`src/rtl/neuron_pkg.sv`:
```
// Shared types and helpers for the neuron weight sequencer.
package neuron_pkg;

    localparam int WEIGHT_ADDR_W = 32;

    typedef enum logic [2:0] {
        IDLE,
        CLEAR,
        FETCH,
        DRAIN,
        BIAS,
        ACT,
        HOLD
    } seq_state_t;

    // Ceiling log2; returns 0 for values of 0 or 1.
    function automatic int clog2(input int value);
        int v;
        int r;
        v = value - 1;
        r = 0;
        while (v > 0) begin
            r++;
            v = v >> 1;
        end
        return r;
    endfunction

endpackage

```
`src/rtl/act_delay_line.sv`:
```
// Fixed-depth shift register that carries {valid, data} so each activation
// reaches the MAC in the same cycle as its weight from memory.
module act_delay_line #(
    parameter int DEPTH = 1,
    parameter int WIDTH = 17
) (
    input  logic             clk,
    input  logic             rst,
    input  logic [WIDTH-1:0] d,
    output logic [WIDTH-1:0] q,
    output logic [DEPTH-1:0] vld
);

    logic [WIDTH-1:0] stage [DEPTH];

    always_ff @(posedge clk or posedge rst) begin
        if (rst) begin
            for (int unsigned i = 0; i < DEPTH; i++) begin
                stage[i] <= '0;
            end
        end else begin
            stage[0] <= d;
            for (int unsigned i = 1; i < DEPTH; i++) begin
                stage[i] <= stage[i-1];
            end
        end
    end

    assign q = stage[DEPTH-1];

    // Valid bit of every stage, MSB of each entry.
    always_comb begin
        vld = '0;
        for (int unsigned i = 0; i < DEPTH; i++) begin
            vld[i] = stage[i][WIDTH-1];
        end
    end

endmodule

```
`src/rtl/neuron_weight_sequencer.sv`:
```
// Per-neuron weight-address sequencer and MAC strobe controller.
// Define NEURON_SEQ_PERF_EN to add the stall_cycles performance counter.
module neuron_weight_sequencer
    import neuron_pkg::*;
#(
    parameter int NUM_WEIGHTS = 784,
    parameter int DATA_WIDTH  = 16,
    parameter int READ_LAT    = 1
) (
    input  logic                     clk,
    input  logic                     rst,
    input  logic                     start,
    input  logic [DATA_WIDTH-1:0]    in_data,
    input  logic                     in_valid,
    output logic                     in_ready,
    output logic [WEIGHT_ADDR_W-1:0] weight_addr,
    output logic [DATA_WIDTH-1:0]    mac_act,
    output logic                     mac_clr,
    output logic                     mac_en,
    output logic                     bias_en,
    output logic                     act_en,
    output logic                     out_valid,
    input  logic                     out_ready,
    output logic                     busy
`ifdef NEURON_SEQ_PERF_EN
    ,
    output logic [31:0]              stall_cycles
`endif
);

    localparam int CNT_W = (NUM_WEIGHTS > 1) ? clog2(NUM_WEIGHTS) : 1;
    localparam logic [CNT_W-1:0] LAST_IDX = CNT_W'(NUM_WEIGHTS - 1);
    // Every delay-line stage except the output one.
    localparam logic [READ_LAT-1:0] UPSTREAM_MASK = {READ_LAT{1'b1}} >> 1;

    seq_state_t          state;
    logic [CNT_W-1:0]    count;
    logic                hs;
    logic                drain_done;
    logic [DATA_WIDTH:0] dl_q;
    logic [READ_LAT-1:0] dl_vld;

    // in_ready is only ever high in FETCH, so it qualifies the handshake.
    assign hs          = in_ready & in_valid;
    assign weight_addr = WEIGHT_ADDR_W'(count);

    act_delay_line #(
        .DEPTH (READ_LAT),
        .WIDTH (DATA_WIDTH + 1)
    ) u_act_delay_line (
        .clk (clk),
        .rst (rst),
        .d   ({hs, in_data}),
        .q   (dl_q),
        .vld (dl_vld)
    );

    assign mac_en  = dl_q[DATA_WIDTH];
    assign mac_act = dl_q[DATA_WIDTH-1:0];

    // Last activation sits in the output stage, so its mac_en fires this cycle.
    assign drain_done = (dl_vld & UPSTREAM_MASK) == '0;

    always_ff @(posedge clk or posedge rst) begin
        if (rst) begin
            state     <= IDLE;
            count     <= '0;
            in_ready  <= 1'b0;
            mac_clr   <= 1'b0;
            bias_en   <= 1'b0;
            act_en    <= 1'b0;
            out_valid <= 1'b0;
            busy      <= 1'b0;
        end else begin
            mac_clr <= 1'b0;
            bias_en <= 1'b0;
            act_en  <= 1'b0;
            case (state)
                IDLE: begin
                    if (start) begin
                        state   <= CLEAR;
                        count   <= '0;
                        mac_clr <= 1'b1;
                        busy    <= 1'b1;
                    end
                end
                CLEAR: begin
                    state    <= FETCH;
                    count    <= '0;
                    in_ready <= 1'b1;
                end
                FETCH: begin
                    if (hs) begin
                        if (count == LAST_IDX) begin
                            state    <= DRAIN;
                            in_ready <= 1'b0;
                        end else begin
                            count <= count + CNT_W'(1);
                        end
                    end
                end
                DRAIN: begin
                    if (drain_done) begin
                        state   <= BIAS;
                        bias_en <= 1'b1;
                    end
                end
                BIAS: begin
                    state  <= ACT;
                    act_en <= 1'b1;
                end
                ACT: begin
                    state     <= HOLD;
                    out_valid <= 1'b1;
                end
                HOLD: begin
                    if (out_ready) begin
                        state     <= IDLE;
                        out_valid <= 1'b0;
                        busy      <= 1'b0;
                    end
                end
                default: begin
                    state     <= IDLE;
                    in_ready  <= 1'b0;
                    out_valid <= 1'b0;
                    busy      <= 1'b0;
                end
            endcase
        end
    end

`ifdef NEURON_SEQ_PERF_EN
    always_ff @(posedge clk or posedge rst) begin
        if (rst) begin
            stall_cycles <= '0;
        end else if (state == CLEAR) begin
            stall_cycles <= '0;
        end else if (state == FETCH && !in_valid && stall_cycles != '1) begin
            stall_cycles <= stall_cycles + 32'd1;
        end
    end
`endif

endmodule

```
`config.mk`:
```
export PLATFORM = sky130hd
export DESIGN_NAME = neuron_weight_sequencer
export DESIGN_NICKNAME = d
export VERILOG_FILES = /design/src/rtl/neuron_pkg.sv /design/src/rtl/act_delay_line.sv /design/src/rtl/neuron_weight_sequencer.sv
export SDC_FILE = /design/constraint.sdc
export NUM_CORES = 1
export LEC_CHECK = 0
export ABC_AREA = 1
export CAP_MARGIN = 20
export CORE_MARGIN = 2
export CORE_UTILIZATION = 42
export DETAILED_ROUTE_END_ITERATION = 6
export PLACE_DENSITY_LB_ADDON = 0.2
export SETUP_SLACK_MARGIN = 0.3
export SYNTH_ARGS = -nofsm -noshare
export SYNTH_HDL_FRONTEND = slang
export SYNTH_HIERARCHICAL = 1
export SYNTH_SLANG_ARGS = --single-unit
```
`constraint.sdc`:
```
create_clock -name clk -period 1.74 [get_ports clk]
set_clock_uncertainty 0.1 [all_clocks]
set_input_delay 0.174 -clock clk [delete_from_list [all_inputs] [get_ports clk]]
set_output_delay 0.174 -clock clk [all_outputs]
set_load 0.02 [all_outputs]
```
; ---- Yosys cells after proc, flatten, opt, wreduce, memory -nomap -nowiden
; Index checks and enable logic that the tools add are counted.
[totals]
wordCells = 56
output_inout_bits = 55
ram_bits = 0
memories = 0
latchBits = 0
romBits = 0
register_bits = 36
[op_classes]
n_mux = 20
n_mul = 0
div = 0
eq_ne = 12
add_sub_neg = 1
order_cmp = 0
shift = 0
reduce_logical = 10
bitwise_logic = 4
[ops]
columns = op, count
row1 = two-way mux 10 bit, 3
row2 = one-hot mux 10 bit (3 select lines), 1
row3 = one-hot mux 3 bit (7 select lines), 1
row4 = OR reduction 5 bit, 3
row5 = two-way mux 3 bit, 4
row6 = "adder 10 x 1 -> 10 bit, second input constant", 1
row7 = "== test 10 bit, second input constant", 1
row8 = "!= test 2 bit, second input constant", 5
row9 = "== test 3 bit, second input constant", 3
row10 = one-hot mux 1 bit (3 select lines), 3
row11 = two-way mux 1 bit, 8
row12 = AND reduction 4 bit, 2
row13 = "== test 3 x 2 -> 1 bit, second input constant", 2
row14 = AND reduction 3 bit, 2
row15 = "== test 3 x 1 -> 1 bit, second input constant", 1
row16 = logical NOT 3 bit, 1
row17 = NOT 1 bit, 3
row18 = nonzero test 3 bit, 1
row19 = AND reduction 2 bit, 1
row20 = bitwise AND 1 bit, 1

; ---- Logic depth before layout (Yosys ltp)
; Gate-level depths: netlist of run 1.
[depth]
ltp_word = 4
depth_mapped = 10

; ---- Cells and area by module
; Netlist of run 1, hierarchy kept.
[by_module_without_submodules]
columns = mod, cells_each, n_inst, area_each_um2
row1 = neuron_weight_sequencer, 175, 1, 1362.6
row2 = act_delay_line, 19, 1, 436.7

; ---- Worst setup path before layout of run 1
; No wires, ideal clock.
[synth_path]
path_type = reg-to-reg
from = reg count[0]
to = reg count[0]
t_required_ps = 1565
path_stages_with_launch = 9
setup_ps = 75
n_path_buf = 1
path_slack_ps = 132
t_arrival_ps = 1433
cell_sequence = dfrtp_1 > ha_1 > nand3_1 > nor2_1 > nand3_2 > nand2_4 > buf_12 > nand2_2 > o21ai_2
[synth_via]
elab_chain_len = 4
[synth_lines]
columns = element, line
row1 = from (decl), neuron_weight_sequencer.sv:37  ; logic [CNT_W-1:0] count;
row2 = from (signal assigned), neuron_weight_sequencer.sv:98  ; count <= count + CNT_W'(1);
row3 = adder 10 x 1 -> 10 bit, neuron_weight_sequencer.sv:98
row4 = two-way mux 10 bit, neuron_weight_sequencer.sv:94  ; if (count == LAST_IDX) begin
row5 = two-way mux 10 bit, neuron_weight_sequencer.sv:93  ; if (hs) begin
row6 = one-hot mux 10 bit (3 select lines), neuron_weight_sequencer.sv:78  ; case (state)
; Several ways; a longest one is shown, not always the timed one. The select of a mux whose other input is x is not followed.
; A chain may end at the register's enable or synchronous reset.

; ---- Final worst setup path of run 1
[layout_path]
from = reg state[1]
to = reg count[6]
[layout_via]
elab_chain_len = 3
[layout_lines]
columns = element, line
row1 = from (decl), neuron_weight_sequencer.sv:36  ; seq_state_t state;
row2 = from (signal assigned), neuron_weight_sequencer.sv:66  ; state <= IDLE;
row3 = from (signal assigned), neuron_weight_sequencer.sv:81  ; state <= CLEAR;
row4 = from (signal assigned), neuron_weight_sequencer.sv:88  ; state <= FETCH;
row5 = "== test 3 x 2 -> 1 bit, or another cell as far along", neuron_weight_sequencer.sv:78
row6 = != test 2 bit (no source line) / nonzero test 3 bit (equally long branches), --
row7 = AND reduction 4 bit (no source line), --
; Several ways; a longest one is shown, not always the timed one.

==> run_results.csv, run 1 <==
group,metric,value,unit
synth,syn_inst,194,
global_routing,grt_overflow,0,
setup_path,reg2reg_depth,9,
floorplan,die_area,0.00482,mm²
run_status,status,"completed",
synth,synth_xor_xnor_area_share,0,
synth,synth_fa_ha_area_frac,0.00695,
cells_and_area,drive_above_1_share,0.326,
drt,post_drt_wl_per_cell,14.0,µm
sta,fmaxAchievable,671,MHz
drt,initialDrtViolationCount,66,
global_routing,grt_use_total,0.175,
clock_network,cts_hold_buffers,0,
cells_and_area,fin_cells,326,
run,maxCapViolations,0,
setup_path,endpoint_kind,"flip-flop",
cells_and_area,finalNetCount,297,
clock_network,cts_tree,"yes",
drt,ant_nets,0,
setup_path,reg2reg_slack,250,ps
clock_network,htree_num_levels,2,
cells_and_area,n_antenna_cell,0,
drt,via_per_inst,4.75,
sta,finalMaxSlewViolations,0,
place,numPortBuffers,53,
sta,setup_violations,0,
synth,yosysTopAreaCell,"dfrtp_1",
drt,drc,0,
setup_path,timing.rr.end,"count[6]",
synth,synth_top_family_by_area,"simple AND/OR/NAND/NOR gates",
clock_network,cts_made_buffers,5,
floorplan,coreArea,0.00406,mm²
synth,synth_top_area_frac,0.501,
drt,drtPass1Iterations,4,
global_routing,grt_pass1_vias,1382,
clock_network,clk_root_buffer_cell,"clkbuf_8",
cells_and_area,mostFrequentLayoutCells,"nand2_1, dlygate4sd2_1, dfrtp_1",
clock_network,cts_buffer_depth,2,
sta,relSlewSlack,0.592,
floorplan,rows,23,
worst_hold_path,hold_class,"input port to async pin",
drt,vias,1548,
clock_network,cts_sinks,36,
sta,finalCritPeriodShare,0.857,
synth,syn_area,0.00180,mm²
setup_path,cp.arrival,1570,ps
sta,fin_tns_setup,0,ps
cells_and_area,final_common_cell,"nand2_1",
floorplan,start_util,0.443,
setup_path,worst-setup-path-type,"flip-flop to flip-flop",
sta,final_hold_viol_count,0,
floorplan,die_x,69.5,µm
floorplan,io_pins,76,
cells_and_area,syn_to_final_growth,50.6,%
global_routing,grt_pass1_wl,6670,µm
place,dp_hpwl,2720,µm
power_and_ir_drop,vdd_drop_max,0.000697,V
synth,yosysSeqAreaShare,0.501,
synth,synth_seq_cells,36,
setup_path,crit_fanout,6,
synth,ys_warn_count,6,
drt,drt_wl_total,4560,µm
synth,synth-simple-area-share,0.235,
sta,tightest_slew,611,ps
sta,grt_setup_unrepaired,"yes",
global_routing,grt_antenna_before_repair,0,
clock_network,clk_latency,290,ps
synth,synth.area.mux_share,0,
setup_path,crit_required,1820,ps
sta,post-route-min-period,1490,ps
synth,yosysUniqueCellTypes,27,
synth,synth_compound_area_frac,0.0779,
floorplan,die_h,69.5,µm
place,dp.cells,294,
setup_path,rr_startpoint,"state[1]",
synth,synthTopCellsByArea,"dfrtp_1, buf_4, nand2_1",
place,gp_congestion,0.872,
synth,syn_area_per_cell,9.27,µm²
power_and_ir_drop,power.density,1300,mW/mm²
clock_network,clk_pin_slew,80,ps
setup_path,cp-start-kind,"flip-flop",
power_and_ir_drop,p_leak,1.34,nW
global_routing,grt_max_degree,18,
[cell families (layout without fill, tap and decap cells)]
kind of cell | after synthesis | count (layout)
compound gates | 21 | 21
fa+ha+maj | 1 | 1
buf+inv | 48 | 107
flops | 36 | 36
other cells | 1 | 22
simple gates | 87 | 89
[registers in the layout, summed over array words and instances, names as in the netlist]
name / cells
state: 3
in_ready: 1
u_act_delay_line/q: 17
count: 10
act_en: 1
mac_clr: 1
busy: 1
out_valid: 1
bias_en: 1
[area by class of cell]
class	instances	area, µm²
Fill cell	329	1350
Sequential cell	36	913
Multi-Input combinational cell	133	790
Timing Repair Buffer	79	746
Inverter	20	90.1
Clock buffer	6	72.6
Tap cell	50	62.6
Clock inverter	2	35.0
[synthesized netlist by cell type (all sizes together)]
cell	n
buf	28
ha	1
clkinv	1
conb	1
o21bai	1
o211ai	1
nor2	17
nand3	17
nor3	1
inv	19
a31oi	1
a21oi	4
o21ai	13
dfrtp	36
or2	1
nand2	51
o31ai	1
[per-stage QoR]
step	setup WS (ps)	power [mW]	utilization	hold WS [ps]	area, µm²
6_report	249	3.53	0.668	49.6	2710
5_1_grt	185	3.71	0.668	85.9	2710
3_3_place_gp	195	2.18	0.563	369	2280
4_1_cts	287	3.24	0.624	58.8	2530
2_1_floorplan	287	2.02	-	0.0693	1900
3_5_place_dp	167	2.19	0.563	368	2280
[critical path: stages (launching register included)]
cell,delay [ps]
dfrtp_2,470
clkinv_4,100
nor2_8,140
nand2_4,70
inv_6,80
nand3_4,160
nand2_8,140
inv_4,30
nand2_2,50
nand2_1,40
[report_power, final]
group / internal [mW] / total (mW) / switching (mW)
registers: 0.967 / 1.10 / 0.129
clock network: 0.425 / 0.733 / 0.308
logic: 0.757 / 1.70 / 0.942
[routing by layer]
metal  share of wire  global-route usage  wire [µm]  vias to the layer above
li1                -                   -          -                      723
met1            0.42               0.241       1920                      733
met2            0.49               0.271       2240                       82
met3           0.066              0.0407        300                       10
met4           0.020              0.0566         93                        0
met5               0                   0          0                        -
[how the worst max path moves through the flow]
stage	start	to	cells after the start
3_5_place_dp	in_valid	count[5]	8
4_1_cts	count[0]	weight_addr[0]	2
6_report	state[1]	count[6]	9
3_3_place_gp	state[0]	count[6]	8
2_1_floorplan	count[0]	count[2]	8
5_1_grt	state[1]	count[6]	9
[repair_timing]
action | 4_1_cts | 5_1_grt
pin swaps | 6 | 15
buffers inserted | 11 | 10
gates cloned | 2 | 1
setup endpoints to repair | 44 | 15
gates resized for setup | 53 | 28
(Power assumes the default switching activity.)
==> inputs of run 2 (changes only) <==
--- a/config.mk
+++ b/config.mk
@@ -8,9 +8,9 @@
 export ABC_AREA = 1
 export CAP_MARGIN = 20
-export CORE_MARGIN = 2
 export CORE_UTILIZATION = 42
 export DETAILED_ROUTE_END_ITERATION = 6
 export PLACE_DENSITY_LB_ADDON = 0.2
 export SETUP_SLACK_MARGIN = 0.3
+export SKIP_CTS_REPAIR_TIMING = 1
 export SYNTH_ARGS = -nofsm -noshare
 export SYNTH_HDL_FRONTEND = slang
--- a/constraint.sdc
+++ b/constraint.sdc
@@ -3,3 +3,3 @@
 set_input_delay 0.174 -clock clk [delete_from_list [all_inputs] [get_ports clk]]
 set_output_delay 0.174 -clock clk [all_outputs]
-set_load 0.02 [all_outputs]
+set_load 0.1 [all_outputs]
==> run 2 against run 1 <==
Net effect:
- final area up 11%
- final cell count decreased by 1.2%
- worst hold slack improved by 99 ps
- maximum frequency decreased by 5.1%
- first-iteration DRC count increased by 48%
==> run_results.csv, run 2 (synthesis gave the netlist of run 1 again) <==
group,metric,value,unit
run_status,status,"completed",
floorplan,coreArea,0.00406,mm²
place,placed_cell_area,0.00261,mm²
place,dp_hpwl,2660,µm
cells_and_area,final_common_cell,"nand2_1",
floorplan,rows,23,
global_routing,grt_use_total,0.179,
sta,finalMaxSlewViolations,0,
clock_network,htree_num_levels,2,
cells_and_area,mostFrequentLayoutCells,"nand2_1, buf_12, dfrtp_1",
drt,drc,0,
setup_path,cp.arrival,1660,ps
sta,fin_tns_setup,0,ps
global_routing,grt_pass1_vias,1273,
cells_and_area,largest_reg_flops,17,
setup_path,cp-start-kind,"flip-flop",
drt,initialDrtViolationCount,98,
drt,vias,1564,
floorplan,start_util,0.443,
global_routing,grt_pass1_wl,5780,µm
setup_path,worst-setup-path-type,"flip-flop to flip-flop",
sta,grt_setup_unrepaired,"yes",
setup_path,endpoint_kind,"flip-flop",
run,maxCapViolations,0,
floorplan,die_area,0.00455,mm²
clock_network,clk_latency,290,ps
clock_network,cts_buffer_depth,2,
setup_path,crit_required,1830,ps
global_routing,grt_overflow,0,
global_routing,grt_antenna_before_repair,0,
cells_and_area,finalNetCount,293,
sta,final_hold_viol_count,0,
global_routing,grt_max_degree,20,
clock_network,clk_root_buffer_cell,"clkbuf_8",
sta,setup_violations,0,
cells_and_area,drive_above_1_share,0.430,
clock_network,cts_sinks,36,
setup_path,crit_fanout,7,
drt,via_per_inst,4.86,
sta,post-route-min-period,1570,ps
floorplan,die_x,67.5,µm
sta,fmaxAchievable,636,MHz
floorplan,die_h,67.5,µm
clock_network,cts_tree,"yes",
place,numPortBuffers,53,
power_and_ir_drop,p_leak,1.40,nW
power_and_ir_drop,power.density,1470,mW/mm²
sta,tightest_slew,596,ps
power_and_ir_drop,vdd_drop_max,0.00100,V
sta,relSlewSlack,0.602,
sta,hold_slack,148,ps
sta,finalCritPeriodShare,0.903,
worst_hold_path,hold_class,"input port to async pin",
drt,drtPass1Iterations,4,
drt,drt_wl_total,4740,µm
clock_network,cts_made_buffers,5,
cells_and_area,n_antenna_cell,0,
drt,post_drt_wl_per_cell,14.7,µm
clock_network,clk_pin_slew,80,ps
place,gp_congestion,0.902,
drt,ant_nets,0,
cells_and_area,syn_to_final_growth,67.1,%
cells_and_area,stdcell_area,0.00301,mm²
floorplan,io_pins,76,
[run 2: stage by stage]
step,std cells,worst slack (ps),util,power (mW)
after global placement,293,195,0.643,3.14
after global routing,322,111,0.741,4.60
final,322,169,0.741,4.42
after CTS,301,169,0.670,3.90
after floorplan,215,61.9,-,2.74
after detailed placement,293,180,0.643,3.17
[run 2: report_power, final]
| group | internal (mW) | total [mW] | switching [mW] |
|---|---|---|---|
| clock | 0.425 | 0.733 | 0.308 |
| combinational | 0.911 | 2.52 | 1.61 |
| sequential | 0.974 | 1.17 | 0.193 |
[run 2: routing by layer]
metal / track usage / up-vias / part of all wire
li1: - / 717 / -
met1: 0.219 / 729 / 0.40
met2: 0.275 / 104 / 0.48
met3: 0.0676 / 14 / 0.086
met4: 0.0904 / 0 / 0.034
met5: 0 / - / 0
[run 2: worst paths after layout]
path	start	end	slack, ps	depth (start not counted)
max reg2reg	state[1]	count[5]	170	9
min	rst	count[0]	150	3
min reg2reg	busy	busy	470	2
max in group asynchronous	rst	u_act_delay_line/q[8]	970	2
min in group clk	in_data[0]	u_act_delay_line/q[0]	220	1
max	state[1]	count[5]	170	9
[run 2: cell type report]
class | instances | area [µm²]
clock buffers | 6 | 72.6
clock inverters | 2 | 35.0
fillers | 255 | 1050
inverters | 20 | 85.1
multi-input cells | 133 | 771
flip-flops and latches | 36 | 922
well taps | 50 | 62.6
repair buffers | 75 | 1060
[run 2: critical path, cell delays in order (launching register included)]
cell and delay (ps):
dfrtp_2 500, clkinv_4 100, nor2_8 40, nand2_1 60
nand2_1 90, nor2_4 220, buf_6 150, nand2_8 70
nand2_2 80, o21ai_2 60
